### src/rtl/eq_ctrl_pkg.sv
// Shared types and constants for the equalizer menu controller.
package eq_ctrl_pkg;

   localparam int NUM_BANDS = 8;
   localparam int GAIN_W    = 4;
   localparam int BAND_W    = 3;
   localparam int OFFSET_W  = 3;

   localparam logic [GAIN_W-1:0]   GAIN_MAX     = 4'd15;
   localparam logic [GAIN_W-1:0]   GAIN_DEFAULT = 4'd8;
   localparam logic [OFFSET_W-1:0] OFFSET_MAX   = 3'd7;

   typedef enum logic [2:0] {
      ST_IDLE        = 3'd0,
      ST_PLAY        = 3'd1,
      ST_MENU        = 3'd2,
      ST_EDIT_BAND   = 3'd3,
      ST_EDIT_GAIN   = 3'd4,
      ST_EDIT_OFFSET = 3'd5
   } ui_state_e;

   typedef enum logic [2:0] {
      MENU_BAND_EQ   = 3'd0,
      MENU_OFFSET    = 3'd1,
      MENU_RESET_ALL = 3'd2
   } menu_item_e;

endpackage

### src/rtl/eq_menu_ctrl_cfg_update_queue.sv
// Pending-band mask and the valid/ready output register that streams changed gains,
// lowest band index first.
module cfg_update_queue
   import eq_ctrl_pkg::*;
(
   input  logic                          i_clk,
   input  logic                          i_rst,
   input  logic [NUM_BANDS-1:0]          i_set_mask,
   input  logic                          i_set_all,
   input  logic [NUM_BANDS*GAIN_W-1:0]   i_gains,
   input  logic                          i_ready,
   output logic                          o_valid,
   output logic [BAND_W-1:0]             o_band,
   output logic [GAIN_W-1:0]             o_gain
);

   logic [NUM_BANDS-1:0] pend_q, pend_d, clr;
   logic                 valid_q, valid_d;
   logic [BAND_W-1:0]    band_q, band_d;
   logic [GAIN_W-1:0]    gain_q, gain_d;
   logic                 found;
   logic [BAND_W-1:0]    idx;

   always_comb begin
      found = 1'b0;
      idx   = '0;
      for (int i = NUM_BANDS-1; i >= 0; i--) begin
         if (pend_q[i]) begin
            found = 1'b1;
            idx   = BAND_W'(i);
         end
      end
   end

   always_comb begin
      valid_d = valid_q;
      band_d  = band_q;
      gain_d  = gain_q;
      clr     = '0;
      if (!valid_q || i_ready) begin
         if (found) begin
            valid_d  = 1'b1;
            band_d   = idx;
            gain_d   = i_gains[int'(idx)*GAIN_W +: GAIN_W];
            clr[idx] = 1'b1;
         end else begin
            valid_d = 1'b0;
         end
      end
      // Sets are OR-ed in after the clear so a fresh edit re-queues the band.
      pend_d = (pend_q & ~clr) | i_set_mask | {NUM_BANDS{i_set_all}};
   end

   always_ff @(posedge i_clk) begin
      if (i_rst) begin
         pend_q  <= '1;
         valid_q <= 1'b0;
         band_q  <= '0;
         gain_q  <= '0;
      end else begin
         pend_q  <= pend_d;
         valid_q <= valid_d;
         band_q  <= band_d;
         gain_q  <= gain_d;
      end
   end

   assign o_valid = valid_q;
   assign o_band  = band_q;
   assign o_gain  = gain_q;

endmodule

### src/rtl/eq_menu_ctrl.sv
// Equalizer UI controller: key-driven menu FSM, per-band gain and offset registers,
// and the config stream of changed gains to the EQ coefficient block.
//
//   state          | meaning
//   ST_IDLE        | playback off, follows i_switch
//   ST_PLAY        | playback on, follows i_switch
//   ST_MENU        | cursor over band EQ / offset / reset all
//   ST_EDIT_BAND   | choosing a band
//   ST_EDIT_GAIN   | adjusting gain of the chosen band
//   ST_EDIT_OFFSET | adjusting output offset
module eq_menu_ctrl
   import eq_ctrl_pkg::*;
(
   input  logic                        i_clk,
   input  logic                        i_rst,
   input  logic                        i_select,
   input  logic                        i_back,
   input  logic                        i_up,
   input  logic                        i_down,
   input  logic                        i_switch,
   output logic [2:0]                  o_state,
   output logic [2:0]                  o_menu_state,
   output logic [BAND_W-1:0]           o_band,
   output logic [NUM_BANDS*GAIN_W-1:0] o_gain,
   output logic [OFFSET_W-1:0]         o_offset,
   output logic                        o_cfg_valid,
   output logic [BAND_W-1:0]           o_cfg_band,
   output logic [GAIN_W-1:0]           o_cfg_gain,
   input  logic                        i_cfg_ready
);

   ui_state_e                   state_q, state_d;
   menu_item_e                  menu_q, menu_d;
   logic [BAND_W-1:0]           band_q, band_d;
   logic [NUM_BANDS*GAIN_W-1:0] gains_q, gains_d;
   logic [OFFSET_W-1:0]         offset_q, offset_d;
   logic [NUM_BANDS-1:0]        set_mask;
   logic                        set_all;
   logic                        k_back, k_sel, k_up, k_down;
   logic [GAIN_W-1:0]           cur_gain;
   ui_state_e                   run_state;

   // One key per cycle: back > select > up > down.
   assign k_back = i_back;
   assign k_sel  = i_select & ~i_back;
   assign k_up   = i_up & ~i_back & ~i_select;
   assign k_down = i_down & ~i_back & ~i_select & ~i_up;

   assign cur_gain  = gains_q[int'(band_q)*GAIN_W +: GAIN_W];
   assign run_state = i_switch ? ST_PLAY : ST_IDLE;

   always_comb begin
      state_d  = state_q;
      menu_d   = menu_q;
      band_d   = band_q;
      gains_d  = gains_q;
      offset_d = offset_q;
      set_mask = '0;
      set_all  = 1'b0;
      case (state_q)
         ST_IDLE, ST_PLAY: begin
            if (k_sel) begin
               state_d = ST_MENU;
               menu_d  = MENU_BAND_EQ;
            end else begin
               state_d = run_state;
            end
         end
         ST_MENU: begin
            if (k_back) begin
               state_d = run_state;
            end else if (k_sel) begin
               case (menu_q)
                  MENU_BAND_EQ: state_d = ST_EDIT_BAND;
                  MENU_OFFSET:  state_d = ST_EDIT_OFFSET;
                  default: begin
                     gains_d  = {NUM_BANDS{GAIN_DEFAULT}};
                     offset_d = '0;
                     set_all  = 1'b1;
                  end
               endcase
            end else if (k_up) begin
               menu_d = (menu_q == MENU_RESET_ALL) ? MENU_BAND_EQ : menu_item_e'(menu_q + 3'd1);
            end else if (k_down) begin
               menu_d = (menu_q == MENU_BAND_EQ) ? MENU_RESET_ALL : menu_item_e'(menu_q - 3'd1);
            end
         end
         ST_EDIT_BAND: begin
            if (k_back)      state_d = ST_MENU;
            else if (k_sel)  state_d = ST_EDIT_GAIN;
            else if (k_up)   band_d  = band_q + 1'b1;
            else if (k_down) band_d  = band_q - 1'b1;
         end
         ST_EDIT_GAIN: begin
            if (k_back || k_sel) begin
               state_d = ST_EDIT_BAND;
            end else if (k_up && cur_gain != GAIN_MAX) begin
               gains_d[int'(band_q)*GAIN_W +: GAIN_W] = cur_gain + 1'b1;
               set_mask[band_q] = 1'b1;
            end else if (k_down && cur_gain != '0) begin
               gains_d[int'(band_q)*GAIN_W +: GAIN_W] = cur_gain - 1'b1;
               set_mask[band_q] = 1'b1;
            end
         end
         ST_EDIT_OFFSET: begin
            if (k_back || k_sel)                     state_d  = ST_MENU;
            else if (k_up && offset_q != OFFSET_MAX) offset_d = offset_q + 1'b1;
            else if (k_down && offset_q != '0)       offset_d = offset_q - 1'b1;
         end
         default: state_d = ST_IDLE;
      endcase
   end

   always_ff @(posedge i_clk) begin
      if (i_rst) begin
         state_q  <= ST_IDLE;
         menu_q   <= MENU_BAND_EQ;
         band_q   <= '0;
         gains_q  <= {NUM_BANDS{GAIN_DEFAULT}};
         offset_q <= '0;
      end else begin
         state_q  <= state_d;
         menu_q   <= menu_d;
         band_q   <= band_d;
         gains_q  <= gains_d;
         offset_q <= offset_d;
      end
   end

   cfg_update_queue u_cfg_queue (
      .i_clk      (i_clk),
      .i_rst      (i_rst),
      .i_set_mask (set_mask),
      .i_set_all  (set_all),
      .i_gains    (gains_q),
      .i_ready    (i_cfg_ready),
      .o_valid    (o_cfg_valid),
      .o_band     (o_cfg_band),
      .o_gain     (o_cfg_gain)
   );

   assign o_state      = state_q;
   assign o_menu_state = menu_q;
   assign o_band       = band_q;
   assign o_gain       = gains_q;
   assign o_offset     = offset_q;

endmodule

### config.mk
export PLATFORM = sky130hd
export DESIGN_NAME = eq_menu_ctrl
export DESIGN_NICKNAME = d
export VERILOG_FILES = /design/src/rtl/eq_ctrl_pkg.sv /design/src/rtl/eq_menu_ctrl_cfg_update_queue.sv /design/src/rtl/eq_menu_ctrl.sv
export SDC_FILE = /design/constraint.sdc
export NUM_CORES = 1
export LEC_CHECK = 0
export BUFFER_PORTS_ARGS = -buffer_cell sky130_fd_sc_hd__buf_2
export CAP_MARGIN = 5
export CORE_ASPECT_RATIO = 0.7
export CORE_UTILIZATION = 50
export CTS_BUF_LIST = sky130_fd_sc_hd__clkbuf_4 sky130_fd_sc_hd__clkbuf_8
export DETAILED_ROUTE_END_ITERATION = 8
export PLACE_DENSITY = 0.77
export SLEW_MARGIN = 10
export SYNTH_ARGS = -nofsm -noshare
export SYNTH_HDL_FRONTEND = slang
export SYNTH_SLANG_ARGS = --single-unit
### constraint.sdc
create_clock -name i_clk -period 5.5 [get_ports i_clk]
set_input_delay 1.1 -clock i_clk [delete_from_list [all_inputs] [get_ports i_clk]]
set_output_delay 1.1 -clock i_clk [all_outputs]
set_load 0.05 [all_outputs]
==> report_table.html, run 1 <==
<table>
<tr><th>Metric</th><th>Value</th></tr>
<tr><th colspan="2">Status</th></tr>
<tr><td>Outcome</td><td>completed</td></tr>
<tr><th colspan="2">Timing</th></tr>
<tr><td>Crit share post-route</td><td>a little over two thirds</td></tr>
<tr><td>Final critical path time including I/O delays and setup</td><td>slightly below 4 ns</td></tr>
<tr><td>Actual transition at the worst max-transition pin</td><td>roughly 1.2 ns</td></tr>
<tr><td>Setup-violating endpoint count in the final report</td><td>0</td></tr>
<tr><td>Relative slew slack</td><td>a little under a fifth</td></tr>
<tr><td>Fmax</td><td>260 MHz</td></tr>
<tr><td>Hold Fails Final Rpt</td><td>0</td></tr>
<tr><td>Fin. max-slew vios</td><td>0</td></tr>
<tr><td>Total negative setup slack</td><td>0 ns</td></tr>
<tr><td>Layout Skew</td><td>just over 0.008 ns</td></tr>
<tr><td>Unrepaired setup endpoints after global routing</td><td>no</td></tr>
<tr><td>Minimum setup slack in the final design</td><td>between 1.5 and 2 ns</td></tr>
<tr><th colspan="2">Setup path</th></tr>
<tr><td>Type of element capturing the critical path</td><td>flop</td></tr>
<tr><td>FF-to-FF path depth</td><td>10</td></tr>
<tr><td>Critical Setup Path Class</td><td>flop to flop</td></tr>
<tr><td>Launching instance or port of the critical path</td><td>o_band[0]</td></tr>
<tr><td>Reg2Reg Setup Slack</td><td>approximately 1.7 ns</td></tr>
<tr><td>Launching point of the worst reg2reg path</td><td>o_band[0]</td></tr>
<tr><td>Highest net fanout along the worst path</td><td>15</td></tr>
<tr><td>Type of origin of the critical path</td><td>flop</td></tr>
<tr><td>Highest-delay cell along the critical path</td><td>sky130_fd_sc_hd__dfxtp_1</td></tr>
<tr><td>Critical path depth in cells</td><td>10</td></tr>
<tr><td>Endpoint of the lowest-slack register-to-register path</td><td>o_gain[13]</td></tr>
<tr><td>Cell-by-cell trace of the critical path</td><td>mux4_2 &gt; and2_1 &gt; nor2_1 &gt; inv_1 &gt; ha_1 &gt; o41ai_1 &gt; or3_1 &gt; a21o_1 &gt; a21oi_1 &gt; a2bb2o_1</td></tr>
<tr><td>Required arrival time at the worst endpoint</td><td>5.74 ns</td></tr>
<tr><td>CP bufs+invs</td><td>1</td></tr>
<tr><td>Signal arrival time at the worst endpoint</td><td>4.09 ns</td></tr>
<tr><td>Capture point of the critical path</td><td>o_gain[13]</td></tr>
<tr><td>Cell family with most CP delay</td><td>compound AO/OA/AOI/OAI gates</td></tr>
<tr><td>Maximum single-stage delay on the critical path</td><td>~0.77 ns</td></tr>
<tr><th colspan="2">Clocking</th></tr>
<tr><td>Number of clock buffers inserted by TritonCTS</td><td>9</td></tr>
<tr><td>CTS tree</td><td>done</td></tr>
<tr><td>Maximum clock path buffer count</td><td>2</td></tr>
<tr><td>CTS root buffer</td><td>sky130_fd_sc_hd__clkbuf_8</td></tr>
<tr><td>Setup Buffers After CTS</td><td>0</td></tr>
<tr><td>Clock latency on the worst-skew pair</td><td>0.36 ns</td></tr>
<tr><td>Clock Sinks</td><td>60</td></tr>
<tr><td>Post_cts resized</td><td>0</td></tr>
<tr><td>Number of hold buffers added after cts</td><td>0</td></tr>
<tr><td>Depth of the CTS H-tree</td><td>3</td></tr>
<tr><td>Clock slew at reported path FFs</td><td>0.07 ns</td></tr>
<tr><th colspan="2">Global route</th></tr>
<tr><td>Via count of the first global-routing pass</td><td>between 3000 and 4000</td></tr>
<tr><td>Total congestion overflow</td><td>0</td></tr>
<tr><td>Antenna violations before repair</td><td>0</td></tr>
<tr><td>Overall global routing resource usage</td><td>between 30% and 40%</td></tr>
<tr><td>Maximum number of pins on one net before global-route repair</td><td>35</td></tr>
<tr><td>First-pass GRT wire length</td><td>~17000 um</td></tr>
<tr><th colspan="2">Floorplan</th></tr>
<tr><td>Number of top-level pins</td><td>60</td></tr>
<tr><td>Die area</td><td>between 7000 and 8000 um^2</td></tr>
<tr><td>Rows</td><td>25</td></tr>
<tr><td>Starting density of the core</td><td>about half</td></tr>
<tr><td>Total core area</td><td>a little under 7000 um^2</td></tr>
<tr><td>Floorplan die width</td><td>between 100 and 150 um</td></tr>
<tr><td>Overall die height</td><td>72.1 um</td></tr>
<tr><th colspan="2">Final layout</th></tr>
<tr><td>Area delta synth-&gt;final</td><td>15.8%</td></tr>
<tr><td>Count of antenna diodes in the layout</td><td>0</td></tr>
<tr><td>Nets@finish</td><td>486</td></tr>
<tr><td>Fill cell instance count of the final layout</td><td>614</td></tr>
<tr><td>Utilization of the core after routing</td><td>approximately three fifths</td></tr>
<tr><td>Share of layout cells above drive strength 1</td><td>20.6%</td></tr>
<tr><th colspan="2">Yosys</th></tr>
<tr><td>Post-synthesis net count</td><td>approximately 430</td></tr>
<tr><td>Total standard cell area after synthesis</td><td>around 3500 um^2</td></tr>
<tr><td>Post-Syn Instances</td><td>~410</td></tr>
<tr><td>Sequential cell area fraction in the yosys report</td><td>about 34%</td></tr>
<tr><td>Number of unique standard cell types used by synthesis</td><td>67</td></tr>
<tr><td>Number of synthesized flops with an enable pin</td><td>0</td></tr>
<tr><td>Mean Syn Cell Area</td><td>between 8 and 9 um^2</td></tr>
<tr><td>Post-synthesis sequential element count</td><td>60</td></tr>
<tr><td>Ys async rst share</td><td>0%</td></tr>
<tr><td>Most used flip-flop cell after synthesis</td><td>sky130_fd_sc_hd__dfxtp_1</td></tr>
<tr><td>Total number of yosys warnings</td><td>0</td></tr>
<tr><th colspan="2">Placed design</th></tr>
<tr><td>RePlAce Congestion</td><td>0.959</td></tr>
<tr><td>Pre-CTS setup slack</td><td>between 1.5 and 2 ns</td></tr>
<tr><td>DP Wirelength</td><td>~8000 um</td></tr>
<tr><td>Port Buf Inserts</td><td>59</td></tr>
<tr><th colspan="2">Detailed routing</th></tr>
<tr><td>Antenna viol nets, final</td><td>0</td></tr>
<tr><td>DRC errors left</td><td>0</td></tr>
<tr><td>First DRT Iteration DRCs</td><td>500</td></tr>
<tr><td>Total number of vias</td><td>3710</td></tr>
<tr><td>Avg Vias per Cell</td><td>between 6 and 7</td></tr>
<tr><td>Routed Wire Length</td><td>approximately 11000 um</td></tr>
<tr><td>Average wire per cell in the routed design</td><td>~19 um</td></tr>
<tr><td>First-pass detailed-route iteration total</td><td>6</td></tr>
<tr><th colspan="2">Power and ir drop</th></tr>
<tr><td>Power per cell area</td><td>232 nW/um^2</td></tr>
<tr><td>IR drop worst, VDD</td><td>about 0.15 mV</td></tr>
<tr><td>Leak Pwr</td><td>1.62 nW</td></tr>
<tr><td>Overall power of the completed layout</td><td>around 0.94 mW</td></tr>
<tr><th colspan="2">Run</th></tr>
<tr><td>Max-cap viol count</td><td>0</td></tr>
<tr><th colspan="2">Min path</th></tr>
<tr><td>Worst hold path class</td><td>flop to flop</td></tr>
</table>
sequential cells by signal, indices dropped and copies added (netlist names):
register,count
o_band,3
o_gain,32
o_menu_state,3
o_offset,3
o_state,3
u_cfg_queue.o_band,3
u_cfg_queue.o_gain,4
u_cfg_queue.o_valid,1
u_cfg_queue.pend_q,8
power breakdown:
part	internal (mW)	switching [mW]	leakage, nW
registers	0.441	0.00937	0.486
logic	0.0244	0.0623	1.03
clock network	0.212	0.196	0.104
synthesized netlist by cell type (7+ instances only):
library cell / instances / area (um^2)
sky130_fd_sc_hd__a21oi_1: 22 / 110
sky130_fd_sc_hd__a222oi_1: 8 / 80.1
sky130_fd_sc_hd__a31oi_1: 7 / 43.8
sky130_fd_sc_hd__clkbuf_1: 11 / 41.3
sky130_fd_sc_hd__dfxtp_1: 60 / 1200
sky130_fd_sc_hd__ha_1: 9 / 113
sky130_fd_sc_hd__inv_1: 22 / 82.6
sky130_fd_sc_hd__mux2i_1: 12 / 120
sky130_fd_sc_hd__mux4_2: 7 / 158
sky130_fd_sc_hd__nand2_1: 48 / 180
sky130_fd_sc_hd__nand2b_1: 7 / 43.8
sky130_fd_sc_hd__nand3_1: 8 / 40.0
sky130_fd_sc_hd__nor2_1: 36 / 135
sky130_fd_sc_hd__nor3_1: 9 / 45.0
sky130_fd_sc_hd__o211ai_1: 9 / 67.6
sky130_fd_sc_hd__o21ai_0: 15 / 75.1
placed cells by master, fill, tap and decap left out, types with 3 or more instances in the layout:
cell	instances
sky130_fd_sc_hd__a211oi_1	4
sky130_fd_sc_hd__a21oi_1	22
sky130_fd_sc_hd__a21oi_2	3
sky130_fd_sc_hd__a222oi_1	8
sky130_fd_sc_hd__a22o_1	4
sky130_fd_sc_hd__a31oi_1	7
sky130_fd_sc_hd__a32o_1	6
sky130_fd_sc_hd__a32oi_1	5
sky130_fd_sc_hd__and2_1	3
sky130_fd_sc_hd__buf_2	59
sky130_fd_sc_hd__clkbuf_8	9
sky130_fd_sc_hd__dfxtp_1	60
sky130_fd_sc_hd__ha_1	9
sky130_fd_sc_hd__inv_1	22
sky130_fd_sc_hd__inv_2	3
sky130_fd_sc_hd__mux2i_1	12
sky130_fd_sc_hd__mux4_2	7
sky130_fd_sc_hd__nand2_1	48
sky130_fd_sc_hd__nand2b_1	7
sky130_fd_sc_hd__nand3_1	8
sky130_fd_sc_hd__nand4_1	4
sky130_fd_sc_hd__nor2_1	36
sky130_fd_sc_hd__nor2b_1	4
sky130_fd_sc_hd__nor3_1	9
sky130_fd_sc_hd__nor3b_1	3
sky130_fd_sc_hd__nor4_1	6
sky130_fd_sc_hd__o2111ai_1	4
sky130_fd_sc_hd__o211ai_1	9
sky130_fd_sc_hd__o21ai_0	15
sky130_fd_sc_hd__o21ai_1	3
sky130_fd_sc_hd__o22ai_1	3
sky130_fd_sc_hd__o2bb2ai_1	6
sky130_fd_sc_hd__o311ai_0	4
sky130_fd_sc_hd__o32ai_1	4
sky130_fd_sc_hd__or3_1	3
sky130_fd_sc_hd__xnor2_1	4
worst min-delay path: stages, from the launching register on:
cell	delay [ns]
sky130_fd_sc_hd__dfxtp_1	0.31
sky130_fd_sc_hd__nand2_1	0.05
sky130_fd_sc_hd__a21oi_1	0.05
through the flow:
| stage | area (um^2) | instances | hold slack (ns) |
|---|---|---|---|
| finish | 4070 | 566 | 0.452 |
| global route | 4070 | 566 | 0.471 |
| CTS | 4070 | 566 | 0.456 |
| detailed placement | 3870 | 550 | 0.445 |
| global placement | 3870 | 550 | 0.439 |
| floorplan | 3510 | 412 | 0.512 |
cell families (layout without fill, tap and decap cells):
family          count (synthesis)  count (layout)  share of synthesized area (%)
simple gates                  148             148                           20.9
compound gates                127             127                           26.5
flops                          60              60                           34.2
buf+inv                        41             101                           4.52
mux                            21              21                           8.55
fa+ha+maj                      11              11                           4.35
xor+xnor                        4               4                          0.997
worst min-delay path by stage:
stage	startpoint	to	slack (ns)	cells after the start
final	u_cfg_queue.o_gain[0]	u_cfg_queue.o_gain[0]	0.45	2
after global placement	u_cfg_queue.o_gain[2]	u_cfg_queue.o_gain[2]	0.44	2
after CTS	u_cfg_queue.o_gain[0]	u_cfg_queue.o_gain[0]	0.46	2
after detailed placement	u_cfg_queue.o_gain[0]	u_cfg_queue.o_gain[0]	0.45	2
after floorplan	u_cfg_queue.pend_q[7]	u_cfg_queue.pend_q[7]	0.51	2
after global routing	u_cfg_queue.o_gain[0]	u_cfg_queue.o_gain[0]	0.47	2
cell type report:
| cell class | instances | area [um^2] | share of cell area, % |
|---|---|---|---|
| multi-input combinational | 311 | 2150 | 52.9 |
| clock buffer | 9 | 124 | 3.05 |
| sequential | 60 | 1200 | 29.5 |
| inverter | 25 | 93.8 | 2.31 |
| timing repair buffer | 60 | 303 | 7.45 |
| clock inverter | 7 | 75.1 | 1.85 |
| tap | 94 | 118 | 2.89 |
layer usage:
metal / GRT usage (%) / part of all wire, %
met5: 0 / 0
met4: 9.05 / 2.1
met3: 10.7 / 13
met2: 41.2 / 40
met1: 45.1 / 45
No activity file was read; power rests on OpenSTA's default activity.
==> inputs of run 2 (changes only) <==
--- a/config.mk
+++ b/config.mk
@@ -5,13 +5,14 @@
 export SDC_FILE = /design/constraint.sdc
 export NUM_CORES = 1
 export LEC_CHECK = 0
+export ABC_AREA = 1
 export BUFFER_PORTS_ARGS = -buffer_cell sky130_fd_sc_hd__buf_2
 export CAP_MARGIN = 5
 export CORE_ASPECT_RATIO = 0.7
 export CORE_UTILIZATION = 50
 export CTS_BUF_LIST = sky130_fd_sc_hd__clkbuf_4 sky130_fd_sc_hd__clkbuf_8
 export DETAILED_ROUTE_END_ITERATION = 8
-export PLACE_DENSITY = 0.77
+export PLACE_DENSITY = 0.79
 export SLEW_MARGIN = 10
 export SYNTH_ARGS = -nofsm -noshare
 export SYNTH_HDL_FRONTEND = slang
==> constraint.sdc (replaced) <==
create_clock -name i_clk -period 3.2 [get_ports i_clk]
set_input_delay 0.64 -clock i_clk [delete_from_list [all_inputs] [get_ports i_clk]]
set_output_delay 0.64 -clock i_clk [all_outputs]
set_load 0.05 [all_outputs]
==> run 2 against run 1 <==
Via count is 25% higher. Core utilization is 1.8 points lower. Worst setup slack worse by 1.4 ns. Global-route usage is 2.9 points higher. Largest cell class unchanged. Sequential share of layout area is 3.4 points lower.
==> report_table.html, run 2 <==
<table>
<tr><th>Metric</th><th>Value</th></tr>
<tr><th colspan="2">Yosys</th></tr>
<tr><td>Total standard cell area after synthesis</td><td>4070 um^2 (was 3510 um^2)</td></tr>
<tr><td>Mean Syn Cell Area</td><td>6.22 um^2 (was 8.52 um^2)</td></tr>
<tr><td>Synth area leaders</td><td>sky130_fd_sc_hd__dfxtp_1, sky130_fd_sc_hd__nand2_1, sky130_fd_sc_hd__inv_1, sky130_fd_sc_hd__nand3_1, sky130_fd_sc_hd__a21oi_1 (was sky130_fd_sc_hd__dfxtp_1, sky130_fd_sc_hd__nand2_1, sky130_fd_sc_hd__mux4_2, sky130_fd_sc_hd__nor2_1, sky130_fd_sc_hd__mux2i_1)</td></tr>
<tr><td>Top-count cell post-synth</td><td>sky130_fd_sc_hd__nand2_1 (was sky130_fd_sc_hd__dfxtp_1)</td></tr>
<tr><td>Post-Syn Instances</td><td>654 (was 412)</td></tr>
<tr><td>Ys async rst share</td><td>0% (unchanged)</td></tr>
<tr><td>Number of synthesized flops with an enable pin</td><td>0 (unchanged)</td></tr>
<tr><td>Sequential cell area fraction in the yosys report</td><td>29.5% (was 34.2%)</td></tr>
<tr><td>Post-synth top cells</td><td>sky130_fd_sc_hd__nand2_1, sky130_fd_sc_hd__inv_1, sky130_fd_sc_hd__nor2_1, sky130_fd_sc_hd__dfxtp_1, sky130_fd_sc_hd__nand3_1 (was sky130_fd_sc_hd__dfxtp_1, sky130_fd_sc_hd__nand2_1, sky130_fd_sc_hd__nor2_1, sky130_fd_sc_hd__a21oi_1, sky130_fd_sc_hd__inv_1)</td></tr>
<tr><td>Most used flip-flop cell after synthesis</td><td>sky130_fd_sc_hd__dfxtp_1 (unchanged)</td></tr>
<tr><td>Post-synthesis net count</td><td>673 (was 431)</td></tr>
<tr><td>Number of unique standard cell types used by synthesis</td><td>43 (was 67)</td></tr>
<tr><td>Fraction of synthesized cell area taken by the top area cell type</td><td>29.5% (was 34.2%)</td></tr>
<tr><td>Total number of yosys warnings</td><td>0 (unchanged)</td></tr>
<tr><td>Post-synthesis sequential element count</td><td>60 (unchanged)</td></tr>
<tr><td>Dominant cell type by area after synthesis</td><td>sky130_fd_sc_hd__dfxtp_1 (unchanged)</td></tr>
<tr><th colspan="2">Power and ir drop</th></tr>
<tr><td>IR drop worst, VDD</td><td>0.312 mV (was 0.148 mV)</td></tr>
<tr><td>Comb pwr share</td><td>34.7% (was 9.2%)</td></tr>
<tr><td>Power per cell area</td><td>489 nW/um^2 (was 232 nW/um^2)</td></tr>
<tr><td>Portion of total power attributed to the clock network</td><td>26.5% (was 43.2%)</td></tr>
<tr><td>Net Sw Frac</td><td>42.0% (was 28.3%)</td></tr>
<tr><td>Share of total power in sequential cells</td><td>38.9% (was 47.6%)</td></tr>
<tr><td>Leak Pwr</td><td>2.19 nW (was 1.62 nW)</td></tr>
<tr><td>Internal portion of total power</td><td>1.30 mW (was 0.677 mW)</td></tr>
<tr><td>Switching power total</td><td>0.944 mW (was 0.268 mW)</td></tr>
<tr><th colspan="2">Clocking</th></tr>
<tr><td>Depth of the CTS H-tree</td><td>3 (unchanged)</td></tr>
<tr><td>Number of hold buffers added after cts</td><td>0 (unchanged)</td></tr>
<tr><td>Clock Sinks</td><td>60 (unchanged)</td></tr>
<tr><td>Clock latency on the worst-skew pair</td><td>0.35 ns (was 0.36 ns)</td></tr>
<tr><td>CTS root buffer</td><td>sky130_fd_sc_hd__clkbuf_8 (unchanged)</td></tr>
<tr><td>Setup Buffers After CTS</td><td>0 (unchanged)</td></tr>
<tr><td>Post_cts resized</td><td>0 (unchanged)</td></tr>
<tr><td>Number of clock buffers inserted by TritonCTS</td><td>9 (unchanged)</td></tr>
<tr><td>CTS tree</td><td>done (unchanged)</td></tr>
<tr><td>Maximum clock path buffer count</td><td>2 (unchanged)</td></tr>
<tr><td>Clock slew at reported path FFs</td><td>0.07 ns (about the same)</td></tr>
<tr><th colspan="2">Timing</th></tr>
<tr><td>Relative slew slack</td><td>56.8% (was 18.1%)</td></tr>
<tr><td>Crit share post-route</td><td>90.6% (was 69.9%)</td></tr>
<tr><td>Unrepaired setup endpoints after global routing</td><td>no (unchanged)</td></tr>
<tr><td>Actual transition at the worst max-transition pin</td><td>0.647 ns (was 1.22 ns)</td></tr>
<tr><td>Fin. max-slew vios</td><td>0 (unchanged)</td></tr>
<tr><td>Final critical path time including I/O delays and setup</td><td>2.90 ns (was 3.84 ns)</td></tr>
<tr><td>Layout Skew</td><td>0.00976 ns (was 0.00823 ns)</td></tr>
<tr><td>Fmax</td><td>345 MHz (was 260 MHz)</td></tr>
<tr><td>Total negative setup slack</td><td>0 ns (unchanged)</td></tr>
<tr><td>Hold Fails Final Rpt</td><td>0 (unchanged)</td></tr>
<tr><td>Setup-violating endpoint count in the final report</td><td>0 (unchanged)</td></tr>
<tr><th colspan="2">Global route</th></tr>
<tr><td>Antenna violations before repair</td><td>0 (unchanged)</td></tr>
<tr><td>Total congestion overflow</td><td>0 (unchanged)</td></tr>
<tr><td>Maximum number of pins on one net before global-route repair</td><td>42 (was 35)</td></tr>
<tr><td>First-pass GRT wire length</td><td>21600 um (was 16800 um)</td></tr>
<tr><td>Overall global routing resource usage</td><td>33.4% (was 30.5%)</td></tr>
<tr><td>Via count of the first global-routing pass</td><td>4267 (was 3239)</td></tr>
<tr><th colspan="2">Detailed routing</th></tr>
<tr><td>First-pass detailed-route iteration total</td><td>8 (was 6)</td></tr>
<tr><td>First DRT Iteration DRCs</td><td>502 (was 500)</td></tr>
<tr><td>Total number of vias</td><td>4648 (was 3710)</td></tr>
<tr><td>Routed Wire Length</td><td>13500 um (was 10900 um)</td></tr>
<tr><td>Average wire per cell in the routed design</td><td>16.5 um (was 19.2 um)</td></tr>
<tr><td>Antenna viol nets, final</td><td>0 (unchanged)</td></tr>
<tr><td>DRC errors left</td><td>0 (unchanged)</td></tr>
<tr><td>Avg Vias per Cell</td><td>5.68 (was 6.55)</td></tr>
<tr><th colspan="2">Floorplan</th></tr>
<tr><td>Overall die height</td><td>77.5 um (was 72.1 um)</td></tr>
<tr><td>Number of top-level pins</td><td>60 (unchanged)</td></tr>
<tr><td>Die area</td><td>8510 um^2 (was 7370 um^2)</td></tr>
<tr><td>Starting density of the core</td><td>51.7% (was 52.0%)</td></tr>
<tr><td>Rows</td><td>27 (was 25)</td></tr>
<tr><td>Total core area</td><td>7870 um^2 (was 6760 um^2)</td></tr>
<tr><td>Floorplan die width</td><td>110 um (was 102 um)</td></tr>
<tr><th colspan="2">Final layout</th></tr>
<tr><td>Non-filler cells, final</td><td>818 (was 566)</td></tr>
<tr><td>Flip-flop count of the largest register, all copies and words added</td><td>32 (unchanged)</td></tr>
<tr><td>Area delta synth-&gt;final</td><td>13.0% (was 15.8%)</td></tr>
<tr><td>Count of antenna diodes in the layout</td><td>0 (unchanged)</td></tr>
<tr><td>Share of layout cells above drive strength 1</td><td>15.6% (was 20.6%)</td></tr>
<tr><td>Nets@finish</td><td>733 (was 486)</td></tr>
<tr><td>Most used cells in the layout excluding fill and tap cells</td><td>sky130_fd_sc_hd__nand2_1, sky130_fd_sc_hd__inv_1, sky130_fd_sc_hd__nor2_1, sky130_fd_sc_hd__dfxtp_1, sky130_fd_sc_hd__buf_2 (was sky130_fd_sc_hd__dfxtp_1, sky130_fd_sc_hd__buf_2, sky130_fd_sc_hd__nand2_1, sky130_fd_sc_hd__nor2_1)</td></tr>
<tr><td>Most common cell after layout, fill and taps aside</td><td>sky130_fd_sc_hd__nand2_1 (was sky130_fd_sc_hd__dfxtp_1)</td></tr>
<tr><th colspan="2">Setup path</th></tr>
<tr><td>Type of element capturing the critical path</td><td>flop (unchanged)</td></tr>
<tr><td>Type of origin of the critical path</td><td>flop (unchanged)</td></tr>
<tr><td>Highest net fanout along the worst path</td><td>19 (was 15)</td></tr>
<tr><td>Launching point of the worst reg2reg path</td><td>o_band[0] (unchanged)</td></tr>
<tr><td>Required arrival time at the worst endpoint</td><td>3.44 ns (was 5.74 ns)</td></tr>
<tr><td>Critical Setup Path Class</td><td>flop to flop (unchanged)</td></tr>
<tr><td>Signal arrival time at the worst endpoint</td><td>3.14 ns (was 4.09 ns)</td></tr>
<tr><td>Reg2Reg Setup Slack</td><td>0.30 ns (was 1.66 ns)</td></tr>
<tr><td>FF-to-FF path depth</td><td>17 (was 10)</td></tr>
<tr><td>Endpoint of the lowest-slack register-to-register path</td><td>o_gain[11] (was o_gain[13])</td></tr>
<tr><th colspan="2">Run</th></tr>
<tr><td>Max-cap viol count</td><td>0 (unchanged)</td></tr>
<tr><th colspan="2">Min path</th></tr>
<tr><td>Worst hold path class</td><td>flop to flop (unchanged)</td></tr>
<tr><td>Sink of the worst hold path</td><td>u_cfg_queue.o_band[2] (was u_cfg_queue.o_gain[0])</td></tr>
<tr><td>Source of the worst hold timing path</td><td>u_cfg_queue.o_band[2] (was u_cfg_queue.o_gain[0])</td></tr>
<tr><td>Depth of the worst hold-timing path</td><td>2 (unchanged)</td></tr>
<tr><th colspan="2">Placed design</th></tr>
<tr><td>DP Wirelength</td><td>10200 um (was 8030 um)</td></tr>
<tr><td>RePlAce Congestion</td><td>1.06 (was 0.959)</td></tr>
<tr><td>Port Buf Inserts</td><td>59 (unchanged)</td></tr>
<tr><td>Inst Count DP</td><td>804 (was 550)</td></tr>
<tr><th colspan="2">Status</th></tr>
<tr><td>Outcome</td><td>completed (unchanged)</td></tr>
</table>
-- run 2: cell count changes after synthesis, sizes merged, moves of 6 or more --
| cell | delta |
|---|---|
| mux4 | -7 |
| nand4 | +14 |
| nand3 | +53 |
| o2bb2ai | -6 |
| a222oi | -8 |
| mux2i | -12 |
| nand2 | +141 |
| nor4 | -6 |
| inv | +71 |
| nor2 | +38 |
| o211ai | -6 |
| nand2b | -7 |
| a21oi | +30 |
-- run 2: layer usage --
metal / vias up / global-route usage [%] / share of wire (%) / wire length (um)
li1: 2251 / - / - / -
met1: 2085 / 48.0 / 46 / 6160
met2: 273 / 47.3 / 41 / 5580
met3: 39 / 9.58 / 10 / 1410
met4: 0 / 10.4 / 2.3 / 308
met5: - / 0 / 0 / 0
-- run 2: critical path, cell delays in order, from the launching register on --
cell	delay [ns]
sky130_fd_sc_hd__dfxtp_1	0.51
sky130_fd_sc_hd__buf_4	0.29
sky130_fd_sc_hd__nand2_1	0.08
sky130_fd_sc_hd__nand3_1	0.08
sky130_fd_sc_hd__nand2_1	0.07
sky130_fd_sc_hd__nor2_2	0.30
sky130_fd_sc_hd__inv_1	0.14
sky130_fd_sc_hd__ha_1	0.23
sky130_fd_sc_hd__inv_1	0.08
sky130_fd_sc_hd__nor2_2	0.05
sky130_fd_sc_hd__nand2_2	0.07
sky130_fd_sc_hd__nand2_2	0.06
sky130_fd_sc_hd__nand2_2	0.09
sky130_fd_sc_hd__nand2_4	0.08
sky130_fd_sc_hd__nand2_4	0.24
sky130_fd_sc_hd__nand3_2	0.18
sky130_fd_sc_hd__a21oi_1	0.16
sky130_fd_sc_hd__nand2_1	0.06
-- run 2: how the worst max path moves through the flow --
stage,startpoint,endpoint,slack [ns]
after global routing,o_band[0],o_gain[2],0.008
after detailed placement,o_band[0],o_gain[11],0.37
final,o_band[0],o_gain[11],0.30
after floorplan,o_band[0],o_gain[23],0.51
after global placement,o_band[0],o_gain[11],0.44
after CTS,o_band[0],o_gain[11],0.34
-- run 2: cells by family after synthesis --
logic type / count (synthesis) / synth area share [%]
AO/OA/AOI/OAI: 107 / 15.6
XOR/XNOR: 2 / 0.431
buffers and inverters: 115 / 11.7
flip-flops: 60 / 29.5
AND/OR/NAND/NOR: 359 / 39.0
adder cells (fa/ha/maj): 11 / 3.75
-- run 2: cell type report --
| class | count | area, um^2 |
|---|---|---|
| fill | 791 | 3270 |
| inverter | 97 | 367 |
| sequential | 60 | 1200 |
| clock inverter | 3 | 15.0 |
| multi-input combinational | 479 | 2390 |
| tap | 101 | 126 |
| timing repair buffer | 67 | 355 |
| clock buffer | 11 | 145 |
-- run 2: power groups by stage --
stage               logic (mW)  clock network (mW)  registers [mW]
floorplan                0.428                   0            1.04
global placement         0.755                   0           0.884
detailed placement       0.767                   0           0.887
CTS                      0.770               0.604           0.871
global route             0.853               0.628           0.880
finish                   0.780               0.595           0.874
-- run 2: stage by stage --
stage | total power, mW | area [um^2] | hold WS [ns] | utilization, % | setup WS (ns)
finish | 2.25 | 4600 | 0.464 | 58.4 | 0.301
global route | 2.36 | 4600 | 0.499 | 58.4 | 0.00829
CTS | 2.24 | 4600 | 0.469 | 58.4 | 0.344
detailed placement | 1.65 | 4440 | 0.458 | 56.4 | 0.370
global placement | 1.64 | 4440 | 0.454 | 56.4 | 0.443
floorplan | 1.47 | 4070 | 0.454 | - | 0.509
